--- config.mk ---
export PLATFORM = sky130hd
export DESIGN_NAME = multi_cycle_control_unit
export DESIGN_NICKNAME = d
export VERILOG_FILES = /design/src/rtl/mccu_pkg.sv /design/src/rtl/mccu_decode.sv /design/src/rtl/multi_cycle_control_unit.sv
export SDC_FILE = /design/constraint.sdc
export NUM_CORES = 1
export LEC_CHECK = 0
export CAP_MARGIN = 25
export CORE_MARGIN = 2
export CORE_UTILIZATION = 30
export CTS_CLUSTER_DIAMETER = 40
export DETAILED_ROUTE_END_ITERATION = 8
export PLACE_DENSITY = 0.58
export SYNTH_ARGS = -nofsm -noshare
export SYNTH_HDL_FRONTEND = slang
export SYNTH_HIERARCHICAL = 1
export SYNTH_SLANG_ARGS = --single-unit
--- constraint.sdc ---
create_clock -name CLK -period 4.8 [get_ports CLK]
set_input_delay 0.48 -clock CLK [delete_from_list [all_inputs] [get_ports CLK]]
set_output_delay 0.48 -clock CLK [all_outputs]
set_load 0.005 [all_outputs]
--- src/rtl/mccu_pkg.sv ---
// mccu_pkg: shared constants for the multi-cycle control unit.
// Opcode values, FSM state encodings, instruction classes, ALU function
// codes and PCSrc/RegDst selector codes.
package mccu_pkg;

    // Opcodes (6-bit instruction field)
    localparam logic [5:0] OP_ADD   = 6'b000000;
    localparam logic [5:0] OP_SUB   = 6'b000001;
    localparam logic [5:0] OP_ADDIU = 6'b000010;
    localparam logic [5:0] OP_ANDI  = 6'b010000;
    localparam logic [5:0] OP_AND   = 6'b010001;
    localparam logic [5:0] OP_ORI   = 6'b010010;
    localparam logic [5:0] OP_OR    = 6'b010011;
    localparam logic [5:0] OP_SLL   = 6'b011000;
    localparam logic [5:0] OP_SLTI  = 6'b011100;
    localparam logic [5:0] OP_BEQ   = 6'b110000;
    localparam logic [5:0] OP_BNE   = 6'b110001;
    localparam logic [5:0] OP_BLTZ  = 6'b110010;
    localparam logic [5:0] OP_SW    = 6'b100110;
    localparam logic [5:0] OP_LW    = 6'b100111;
    localparam logic [5:0] OP_J     = 6'b111000;
    localparam logic [5:0] OP_JR    = 6'b111001;
    localparam logic [5:0] OP_JAL   = 6'b111010;
    localparam logic [5:0] OP_HALT  = 6'b111111;

    // FSM states; HALT shares the IF encoding and is tracked by a flag
    typedef enum logic [2:0] {
        S_IF     = 3'b000,
        S_ID     = 3'b001,
        S_EXE_LS = 3'b010,
        S_MEM    = 3'b011,
        S_WB_LD  = 3'b100,
        S_EXE_BR = 3'b101,
        S_EXE_AL = 3'b110,
        S_WB_AL  = 3'b111
    } state_t;

    // Instruction classes produced by the decoder
    typedef enum logic [2:0] {
        CLS_ILL, CLS_AL, CLS_BR, CLS_LS, CLS_J, CLS_JR, CLS_JAL, CLS_HALT
    } cls_t;

    // ALU function codes
    localparam logic [2:0] ALU_ADD = 3'b000;
    localparam logic [2:0] ALU_SUB = 3'b001;
    localparam logic [2:0] ALU_SLL = 3'b010;
    localparam logic [2:0] ALU_OR  = 3'b011;
    localparam logic [2:0] ALU_AND = 3'b100;
    localparam logic [2:0] ALU_SLT = 3'b110;

    // PCSrc selector
    localparam logic [1:0] PC_NEXT = 2'b00;
    localparam logic [1:0] PC_BR   = 2'b01;
    localparam logic [1:0] PC_RS   = 2'b10;
    localparam logic [1:0] PC_JUMP = 2'b11;

    // RegDst selector
    localparam logic [1:0] RD_RT  = 2'b00;
    localparam logic [1:0] RD_RD  = 2'b01;
    localparam logic [1:0] RD_R31 = 2'b10;

endpackage

--- src/rtl/mccu_decode.sv ---
// mccu_decode: purely combinational opcode decoder.
// Maps an opcode to its instruction class and the ALU-side controls.
// MCCU_JAL_EN: when defined, jr/jal decode to their own classes;
// otherwise those opcodes fall into the illegal class.
module mccu_decode
    import mccu_pkg::*;
#(
    parameter int OP_W = 6
) (
    input  logic [OP_W-1:0] op,
    output cls_t            cls,
    output logic [2:0]      aluop,
    output logic            srca,
    output logic            srcb,
    output logic            ext,
    output logic            rd_sel
);

    // Opcode table: class, ALU function and operand selects
    always_comb begin
        cls    = CLS_ILL;
        aluop  = ALU_ADD;
        srca   = 1'b0;
        srcb   = 1'b0;
        ext    = 1'b1;
        rd_sel = 1'b0;
        case (op)
            OP_ADD:   begin cls = CLS_AL; rd_sel = 1'b1; end
            OP_SUB:   begin cls = CLS_AL; aluop = ALU_SUB; rd_sel = 1'b1; end
            OP_ADDIU: begin cls = CLS_AL; srcb = 1'b1; end
            OP_ANDI:  begin cls = CLS_AL; aluop = ALU_AND; srcb = 1'b1; ext = 1'b0; end
            OP_AND:   begin cls = CLS_AL; aluop = ALU_AND; rd_sel = 1'b1; end
            OP_ORI:   begin cls = CLS_AL; aluop = ALU_OR; srcb = 1'b1; ext = 1'b0; end
            OP_OR:    begin cls = CLS_AL; aluop = ALU_OR; rd_sel = 1'b1; end
            OP_SLL:   begin cls = CLS_AL; aluop = ALU_SLL; srca = 1'b1; ext = 1'b0; rd_sel = 1'b1; end
            OP_SLTI:  begin cls = CLS_AL; aluop = ALU_SLT; srcb = 1'b1; end
            OP_BEQ:   begin cls = CLS_BR; aluop = ALU_SUB; end
            OP_BNE:   begin cls = CLS_BR; aluop = ALU_SUB; end
            OP_BLTZ:  begin cls = CLS_BR; aluop = ALU_SLT; end
            OP_SW:    begin cls = CLS_LS; srcb = 1'b1; end
            OP_LW:    begin cls = CLS_LS; srcb = 1'b1; end
            OP_J:     cls = CLS_J;
            OP_HALT:  cls = CLS_HALT;
`ifdef MCCU_JAL_EN
            OP_JR:    cls = CLS_JR;
            OP_JAL:   cls = CLS_JAL;
`endif
            default:  cls = CLS_ILL;
        endcase
    end

endmodule

--- src/rtl/multi_cycle_control_unit.sv ---
// multi_cycle_control_unit: multi-cycle MIPS control FSM.
// Sequences IF/ID/EXE/MEM/WB and drives per-state datapath strobes.
// MEM is held MEM_WAIT extra cycles. MCCU_JAL_EN enables jr/jal.
// Every output is forced low while Reset is high.
module multi_cycle_control_unit
    import mccu_pkg::*;
#(
    parameter int OP_W     = 6,
    parameter int ALUOP_W  = 3,
    parameter int MEM_WAIT = 0
) (
    input  logic               CLK,
    input  logic               Reset,
    input  logic [OP_W-1:0]    opCode,
    input  logic               zero,
    input  logic               sign,
    output logic               PCWre,
    output logic               IRWre,
    output logic               RegWre,
    output logic               InsMemRW,
    output logic               mRD,
    output logic               mWR,
    output logic               ALUSrcA,
    output logic               ALUSrcB,
    output logic               ExtSel,
    output logic               DBDataSrc,
    output logic [1:0]         RegDst,
    output logic [1:0]         PCSrc,
    output logic [ALUOP_W-1:0] ALUOp,
    output logic [2:0]         state,
    output logic               illegal
);

    state_t          state_q, state_d;
    logic [OP_W-1:0] op_q, op_d;
    logic [3:0]      cnt_q, cnt_d;
    logic            halt_q, halt_d;
    logic            ill_q, ill_d;

    logic [OP_W-1:0] dec_op;
    cls_t            cls;
    logic [2:0]      dec_aluop;
    logic            dec_srca, dec_srcb, dec_ext, dec_rd;
    logic            is_sw, taken;

    // ID decodes the live opcode; later states decode the latched copy
    assign dec_op  = (state_q == S_ID) ? opCode : op_q;
    assign is_sw   = (op_q == OP_SW);
    assign state   = state_q;
    assign illegal = ill_q;

    mccu_decode #(.OP_W(OP_W)) u_decode (
        .op     (dec_op),
        .cls    (cls),
        .aluop  (dec_aluop),
        .srca   (dec_srca),
        .srcb   (dec_srcb),
        .ext    (dec_ext),
        .rd_sel (dec_rd)
    );

    // Branch condition from the latched opcode and ALU flags
    always_comb begin
        taken = 1'b0;
        case (op_q)
            OP_BEQ:  taken = zero;
            OP_BNE:  taken = !zero;
            OP_BLTZ: taken = sign;
            default: taken = 1'b0;
        endcase
    end

    // State, latched opcode, MEM wait counter and sticky flags
    always_ff @(posedge CLK or posedge Reset) begin
        if (Reset) begin
            state_q <= S_IF;
            op_q    <= '0;
            cnt_q   <= '0;
            halt_q  <= 1'b0;
            ill_q   <= 1'b0;
        end else begin
            state_q <= state_d;
            op_q    <= op_d;
            cnt_q   <= cnt_d;
            halt_q  <= halt_d;
            ill_q   <= ill_d;
        end
    end

    // Next-state and per-state strobes, all masked while Reset is high
    always_comb begin
        state_d   = state_q;
        op_d      = op_q;
        cnt_d     = cnt_q;
        halt_d    = halt_q;
        ill_d     = ill_q;
        PCWre     = 1'b0;
        IRWre     = 1'b0;
        RegWre    = 1'b0;
        InsMemRW  = 1'b0;
        mRD       = 1'b0;
        mWR       = 1'b0;
        ALUSrcA   = 1'b0;
        ALUSrcB   = 1'b0;
        ExtSel    = 1'b0;
        DBDataSrc = 1'b0;
        RegDst    = RD_RT;
        PCSrc     = PC_NEXT;
        ALUOp     = '0;
        if (!halt_q) begin
            if (state_q == S_EXE_AL || state_q == S_EXE_BR || state_q == S_EXE_LS) begin
                ALUOp   = ALUOP_W'(dec_aluop);
                ALUSrcA = dec_srca;
                ALUSrcB = dec_srcb;
                ExtSel  = dec_ext;
            end
            case (state_q)
                S_IF: begin
                    IRWre    = 1'b1;
                    InsMemRW = 1'b1;
                    state_d  = S_ID;
                end
                S_ID: begin
                    op_d    = opCode;
                    state_d = S_IF;
                    case (cls)
                        CLS_AL:   state_d = S_EXE_AL;
                        CLS_BR:   state_d = S_EXE_BR;
                        CLS_LS:   state_d = S_EXE_LS;
                        CLS_J:    begin PCWre = 1'b1; PCSrc = PC_JUMP; end
                        CLS_JR:   begin PCWre = 1'b1; PCSrc = PC_RS; end
                        CLS_JAL:  begin
                            PCWre  = 1'b1;
                            PCSrc  = PC_JUMP;
                            RegWre = 1'b1;
                            RegDst = RD_R31;
                        end
                        CLS_HALT: halt_d = 1'b1;
                        default:  begin PCWre = 1'b1; ill_d = 1'b1; end
                    endcase
                end
                S_EXE_AL: state_d = S_WB_AL;
                S_WB_AL: begin
                    RegWre  = 1'b1;
                    PCWre   = 1'b1;
                    RegDst  = dec_rd ? RD_RD : RD_RT;
                    state_d = S_IF;
                end
                S_EXE_BR: begin
                    PCWre   = 1'b1;
                    PCSrc   = taken ? PC_BR : PC_NEXT;
                    state_d = S_IF;
                end
                S_EXE_LS: begin
                    cnt_d   = 4'(MEM_WAIT);
                    state_d = S_MEM;
                end
                S_MEM: begin
                    mWR = is_sw;
                    mRD = !is_sw;
                    if (cnt_q == 4'd0) begin
                        if (is_sw) begin
                            PCWre   = 1'b1;
                            state_d = S_IF;
                        end else begin
                            state_d = S_WB_LD;
                        end
                    end else begin
                        cnt_d = cnt_q - 4'd1;
                    end
                end
                S_WB_LD: begin
                    RegWre    = 1'b1;
                    DBDataSrc = 1'b1;
                    PCWre     = 1'b1;
                    state_d   = S_IF;
                end
                default: state_d = S_IF;
            endcase
        end
        if (Reset) begin
            PCWre     = 1'b0;
            IRWre     = 1'b0;
            RegWre    = 1'b0;
            InsMemRW  = 1'b0;
            mRD       = 1'b0;
            mWR       = 1'b0;
            ALUSrcA   = 1'b0;
            ALUSrcB   = 1'b0;
            ExtSel    = 1'b0;
            DBDataSrc = 1'b0;
            RegDst    = RD_RT;
            PCSrc     = PC_NEXT;
            ALUOp     = '0;
        end
    end

endmodule

==> metrics, run 1 <==
Slew Limit Headroom=56.6%; pwr/cell area=514 nW/um^2; fin cells=252; GP Congestion=0.817; global-route wire length before repair=5.64 mm; Reg clk slew, reported paths=60 ps; FP Rows=25; origin of the worst setup path=state[1]; Iter 0 DRT Violations=87; Sinks on Clock Net=15; CORE AREA=4660 um^2; Area Overhead vs Synth=25.5%; syn nets=184; WP data required=4320 ps; placed cell count=248; number of remaining DRC errors=0; Final Core Density=38.4%; Netlist Area Pre-Place=1430 um^2; Reg area=375 um^2; hold path depth=1; cell count after synthesis=172; Peak VDD IR=0.000393 V; Ports=31; outcome=finished, final reports clean; final WL=3.44 mm; fin worst setup slack=561 ps; DP Wirelength=2.62 mm; Pre-antenna DRT Iters=4; # setup viols final=0; total grt overflow=0; Skew-Pair Late Insertion Delay=240 ps; Placed Area=1750 um^2; IO Port Bufs=30; TritonCTS clock tree=yes; Fin Setup TNS=0 ps; final instance area=1790 um^2; Main synth FF type=dfrtp_1; Die ar.=5320 um^2; Vias=1,371; FF-to-FF path depth=11; top routing layer used=met3; final max-slew violation count=0; CTS buffer count=3; Filler Cell Count=472; Netlist cell types=53; largest net degree at the start of global routing=18; syn avg cell area=8.29 um^2; chip height=73.0 um; hold crit path type=reg2reg; WL/cell=13.7 um; H-tree level count=1; yosys warns=6; RSZ-0062 raised after global routing=no; startpoint types=register; Max Cap Viol=0; Post-synth EDFFs=0; Initial Util=30.6%; FFs w/ async S/R, synth=100%; worst-path maximum fanout=15; sequential-to-total area share from yosys stat=26.3%; postcts setup bufs=0; area leader, netlist=dfrtp_1; flops & latches, synth=15; M1 WL=1.59 mm; CTS Buffer Depth=2; Tightest Pin Transition=645 ps; Hold WS=458 ps; CTS root buffer=clkbuf_8; crit path time final=4240 ps; synth top area cells=dfrtp_1 (26%), mux2_2 (9.5%), nor2_1 (4.2%), nand2_1 (3.7%), o21ai_0 (3.5%); PostCTS Resize Cnt=0; Ant. Diodes=0; gr usage total=13.2%; critical path class=reg2out; Vias per Instance=5.44; leak pwr=0.677 nW; Final Hold Viols=0; WP data arrival=3760 ps; start of the worst register-to-register path=state[1]; period utilization=88.3%; Multi-input gate area=953 um^2; crit path capture type=output pin; initial antenna violation count=0; fmax=236 MHz; Tot Pwr=0.920 mW; top-area cell type share of the netlist area=26.3%; Die X=73.0 um; hold path start=illegal; vias in the first global route=1,182; # nets final=211; met2 WL=1.69 mm; cts hold-fix bufs=0; Place WS=825 ps; wire length on met3=165 um; ratio of cells with drive above 1 in the final layout=13.6%; antenna viol nets, final=0; Clock Skew=2.19 ps
==> flip-flops by register name, summed over array words and instances (netlist names) <==
signal,cells
op_q,6
halt_q,1
state,3
illegal,1
cnt_q,4
==> critical path, cell delays in order (launching register included) <==
cell and delay (ps):
dfrtp_1 550, nand2b_1 270, nor2_2 300, mux2_2 500
or3_1 370, a21oi_1 470, nand3_1 240, o32ai_2 260
clkdlybuf4s50_1 540
==> worst paths after layout <==
kind	end	slack (ps)
max in group asynchronous	op_q[1]	3750
min	illegal	460
min in group asynchronous	state[2]	650
min reg2reg	illegal	460
max	PCSrc[0]	560
max reg2reg	state[0]	1560
==> layout make-up <==
cell class | count | area share, %
Multi-Input combinational cell | 139 | 53.2
Sequential cell | 15 | 21.0
Timing Repair Buffer | 33 | 18.0
Tap cell | 54 | 3.77
Clock buffer | 4 | 2.52
Inverter | 7 | 1.47
==> cell usage after synthesis, drive strengths merged (2+ instances only) <==
library cell and number:
ha 2, a22o 3, and3b 2, nand4b 2
and3 2, nor2b 4, dfrtp 15, o31ai 5
o21ai 14, inv 7, nand2b 5, nand3 5
or3 2, o32ai 3, nor3b 3, buf 10
and2 6, nand4 2, a31oi 2, mux2 12
a211o 2, or3b 2, nand3b 2, a32oi 2
a21oi 6, nor2 17, nor3 5, a21boi 2
nand2 14
==> placed cells by master, fill, tap and decap left out, types with 2 or more instances in the layout <==
| cell | count |
|---|---|
| buf_4 | 3 |
| mux2_2 | 12 |
| o21ai_0 | 10 |
| nand4b_1 | 2 |
| a21oi_1 | 6 |
| and2_1 | 6 |
| dfrtp_1 | 15 |
| nor3_1 | 4 |
| nor2b_1 | 4 |
| nand3b_1 | 2 |
| a31oi_1 | 2 |
| nand3_1 | 5 |
| a22o_1 | 3 |
| a211o_1 | 2 |
| o21ai_1 | 3 |
| inv_1 | 7 |
| o32ai_1 | 2 |
| nor3b_2 | 2 |
| a21boi_0 | 2 |
| nand4_1 | 2 |
| nor2_1 | 16 |
| nand2b_1 | 5 |
| clkdlybuf4s50_1 | 30 |
| nand2_1 | 14 |
| and3b_1 | 2 |
| o31ai_1 | 5 |
| a32oi_1 | 2 |
| ha_1 | 2 |
| and3_1 | 2 |
| clkbuf_8 | 3 |
==> per-layer routing <==
metal	vias up	GRT usage, %
met5	-	0
met4	0	1.65
met3	0	3.31
met2	33	21.3
met1	655	18.5
li1	683	-
==> power by group <==
part,internal [mW],leakage [nW],switching [mW]
combinational,0.275,0.466,0.338
sequential,0.162,0.188,0.0442
clock,0.0587,0.0228,0.0418
total,0.496,0.677,0.424
==> cells by family after synthesis <==
group           after synthesis  share of synthesized area, %
simple gates                 78                          32.4
compound gates               46                          22.6
buf+inv                      18                          6.84
flops                        15                          26.3
mux                          12                          9.47
fa+ha+maj                     2                          1.75
xor+xnor                      1                         0.614
No activity file was read; power rests on OpenSTA's default activity.
==> run 2, diff against run 1 <==
==> constraint.sdc (replaced) <==
create_clock -name CLK -period 4.8 [get_ports CLK]
set_input_delay 0.48 -clock CLK [delete_from_list [all_inputs] [get_ports CLK]]
set_output_delay 0.48 -clock CLK [all_outputs]
set_load 0.1 [all_outputs]
==> run 2 against run 1 <==
- maximum frequency up 2.3%
- worst hold slack better by 2.7 ps
- via count down 0.88%
- routed wire length down 1.2%
- count of clock-buffer cells in the layout unchanged
- sequential power up 7%
- clock power about the same
- critical path type unchanged
==> metrics, run 2 (synthesis gave the netlist of run 1 again) <==
outcome=finished, final reports clean; Fin Setup TNS=0 ps (unchanged); fmax=241 MHz (+2.3%); worst-path cell chain=nand2b_1, nor2_2, mux2_2, or3_1, a21oi_1, nand3_1, o32ai_2, buf_4; gr usage total=13.8% (+0.55 points); period utilization=86.3% (-2.0 points); initial antenna violation count=0 (unchanged); Initial Util=30.6% (unchanged); postcts setup bufs=0 (unchanged); Die X=73.0 um (unchanged); cts hold-fix bufs=0 (unchanged); chip height=73.0 um (unchanged); number of remaining DRC errors=0 (unchanged); critical path class=reg2out; crit path time final=4140 ps (-95.7 ps); vias in the first global route=1,262 (+6.8%); total grt overflow=0 (unchanged); crit path capture type=output pin; GP Congestion=0.780 (-4.5%); Vias per Instance=5.44 (about the same); Die ar.=5320 um^2 (unchanged); WP data required=4320 ps (about the same); Max Cap Viol=0 (unchanged); startpoint types=register; Largest Register=op_q; Area Overhead vs Synth=23.3%; Ant. Diodes=0 (unchanged); CORE AREA=4660 um^2 (unchanged); # nets final=209 (-0.95%); CP top delay family=simple AND/OR/NAND/NOR gates; Final Hold Viols=0 (unchanged); Iter 0 DRT Violations=91 (+4.6%); global-route wire length before repair=5.82 mm (+3.2%); Ports=31 (unchanged); leak pwr=0.691 nW (+2.0%); Tot Pwr=1.08 mW (+17%); Multi-input gate area=967 um^2 (+1.4%); most frequent cells in the layout=clkdlybuf4s50_1 (18), nor2_1 (16), dfrtp_1 (15); PostCTS Resize Cnt=0 (unchanged); RSZ-0062 raised after global routing=no; Peak VDD IR=0.000330 V (-16%); Reg area=375 um^2 (unchanged); Slew Limit Headroom=35.2% (-21 points); FP Rows=25 (unchanged); pwr/cell area=612 nW/um^2 (+19%); final max-slew violation count=0 (unchanged); WP data arrival=3660 ps (-100 ps); final WL=3.40 mm (-1.2%); WL/cell=13.6 um (-0.43%); # setup viols final=0 (unchanged); Reg clk slew, reported paths=60 ps (about the same); CP peak stage delay=680 ps (+130 ps); CTS Buffer Depth=2 (unchanged); TritonCTS clock tree=yes; CTS buffer count=3 (unchanged); antenna viol nets, final=0 (unchanged); WP buf/inv=1 (unchanged); largest net degree at the start of global routing=19 (+1); hold crit path type=reg2reg; worst-path maximum fanout=18 (+3); H-tree level count=1 (unchanged); slowest CP cell=dfrtp_1; CTS root buffer=clkbuf_8; DP Wirelength=2.58 mm (-1.3%); Skew-Pair Late Insertion Delay=250 ps (about the same); IO Port Bufs=30 (unchanged); Clock Skew=2.56 ps (+0.368 ps); ratio of cells with drive above 1 in the final layout=20.4% (+6.8 points); Tightest Pin Transition=969 ps (+324 ps); Filler Cell Count=491 (+4.0%); Vias=1,359 (-0.88%); Pre-antenna DRT Iters=4 (unchanged); Sinks on Clock Net=15 (unchanged); max reg flops=6 (unchanged); commonest non-fill, non-tap cell in the layout=clkdlybuf4s50_1
[run 2: worst paths after layout]
kind,end,start,depth (start not counted),slack [ps]
worst min register to register,illegal,illegal,1,460
worst max register to register,state[0],state[0],10,1150
worst min-delay path,illegal,illegal,1,460
min in group asynchronous,state[0],Reset,2,650
max in group asynchronous,cnt_q[3],Reset,2,3740
worst max-delay path,PCSrc[0],state[0],8,660
[run 2: report_power, final]
part / total [mW] / internal [mW] / switching (mW)
sequential: 0.221 / 0.162 / 0.0591
clock: 0.103 / 0.0588 / 0.0441
combinational: 0.752 / 0.264 / 0.488
total: 1.08 / 0.485 / 0.592
[run 2: final cells by class]
| type | count | area share, % |
|---|---|---|
| multi-input combinational | 139 | 55.0 |
| clock buffer | 4 | 2.56 |
| tap | 54 | 3.84 |
| sequential | 15 | 21.3 |
| inverter | 7 | 1.49 |
| timing repair buffer | 31 | 15.8 |
[run 2: worst register-to-register path, cell delays in order, from the launching register on]
cell	delay, ps
dfrtp_1	680
nand2b_1	180
nor2_2	340
mux2_2	500
nor2_1	160
o21ai_0	120
o21ai_0	690
nand2b_1	210
o31ai_1	340
a21oi_1	120
o31ai_1	230
[run 2: metal layers]
layer	wire length (um)	vias up	track usage, %	share of wire [%]
met5	0	-	0	0
met4	10	0	1.85	0.29
met3	165	2	3.31	4.9
met2	1620	43	22.9	48
met1	1600	635	18.7	47
li1	-	679	-	-
[run 2: stage by stage]
step / util, % / std cells / setup slack (ps) / area, um^2 / hold slack, ps
finish: 37.7 / 250 / 657 / 1760 / 461
global route: 37.7 / 250 / 297 / 1760 / 483
CTS: 37.7 / 250 / 630 / 1760 / 466
detailed placement: 36.8 / 246 / 924 / 1710 / 447
global placement: 36.8 / 246 / 928 / 1710 / 451
floorplan: - / 172 / 75.3 / 1440 / 390
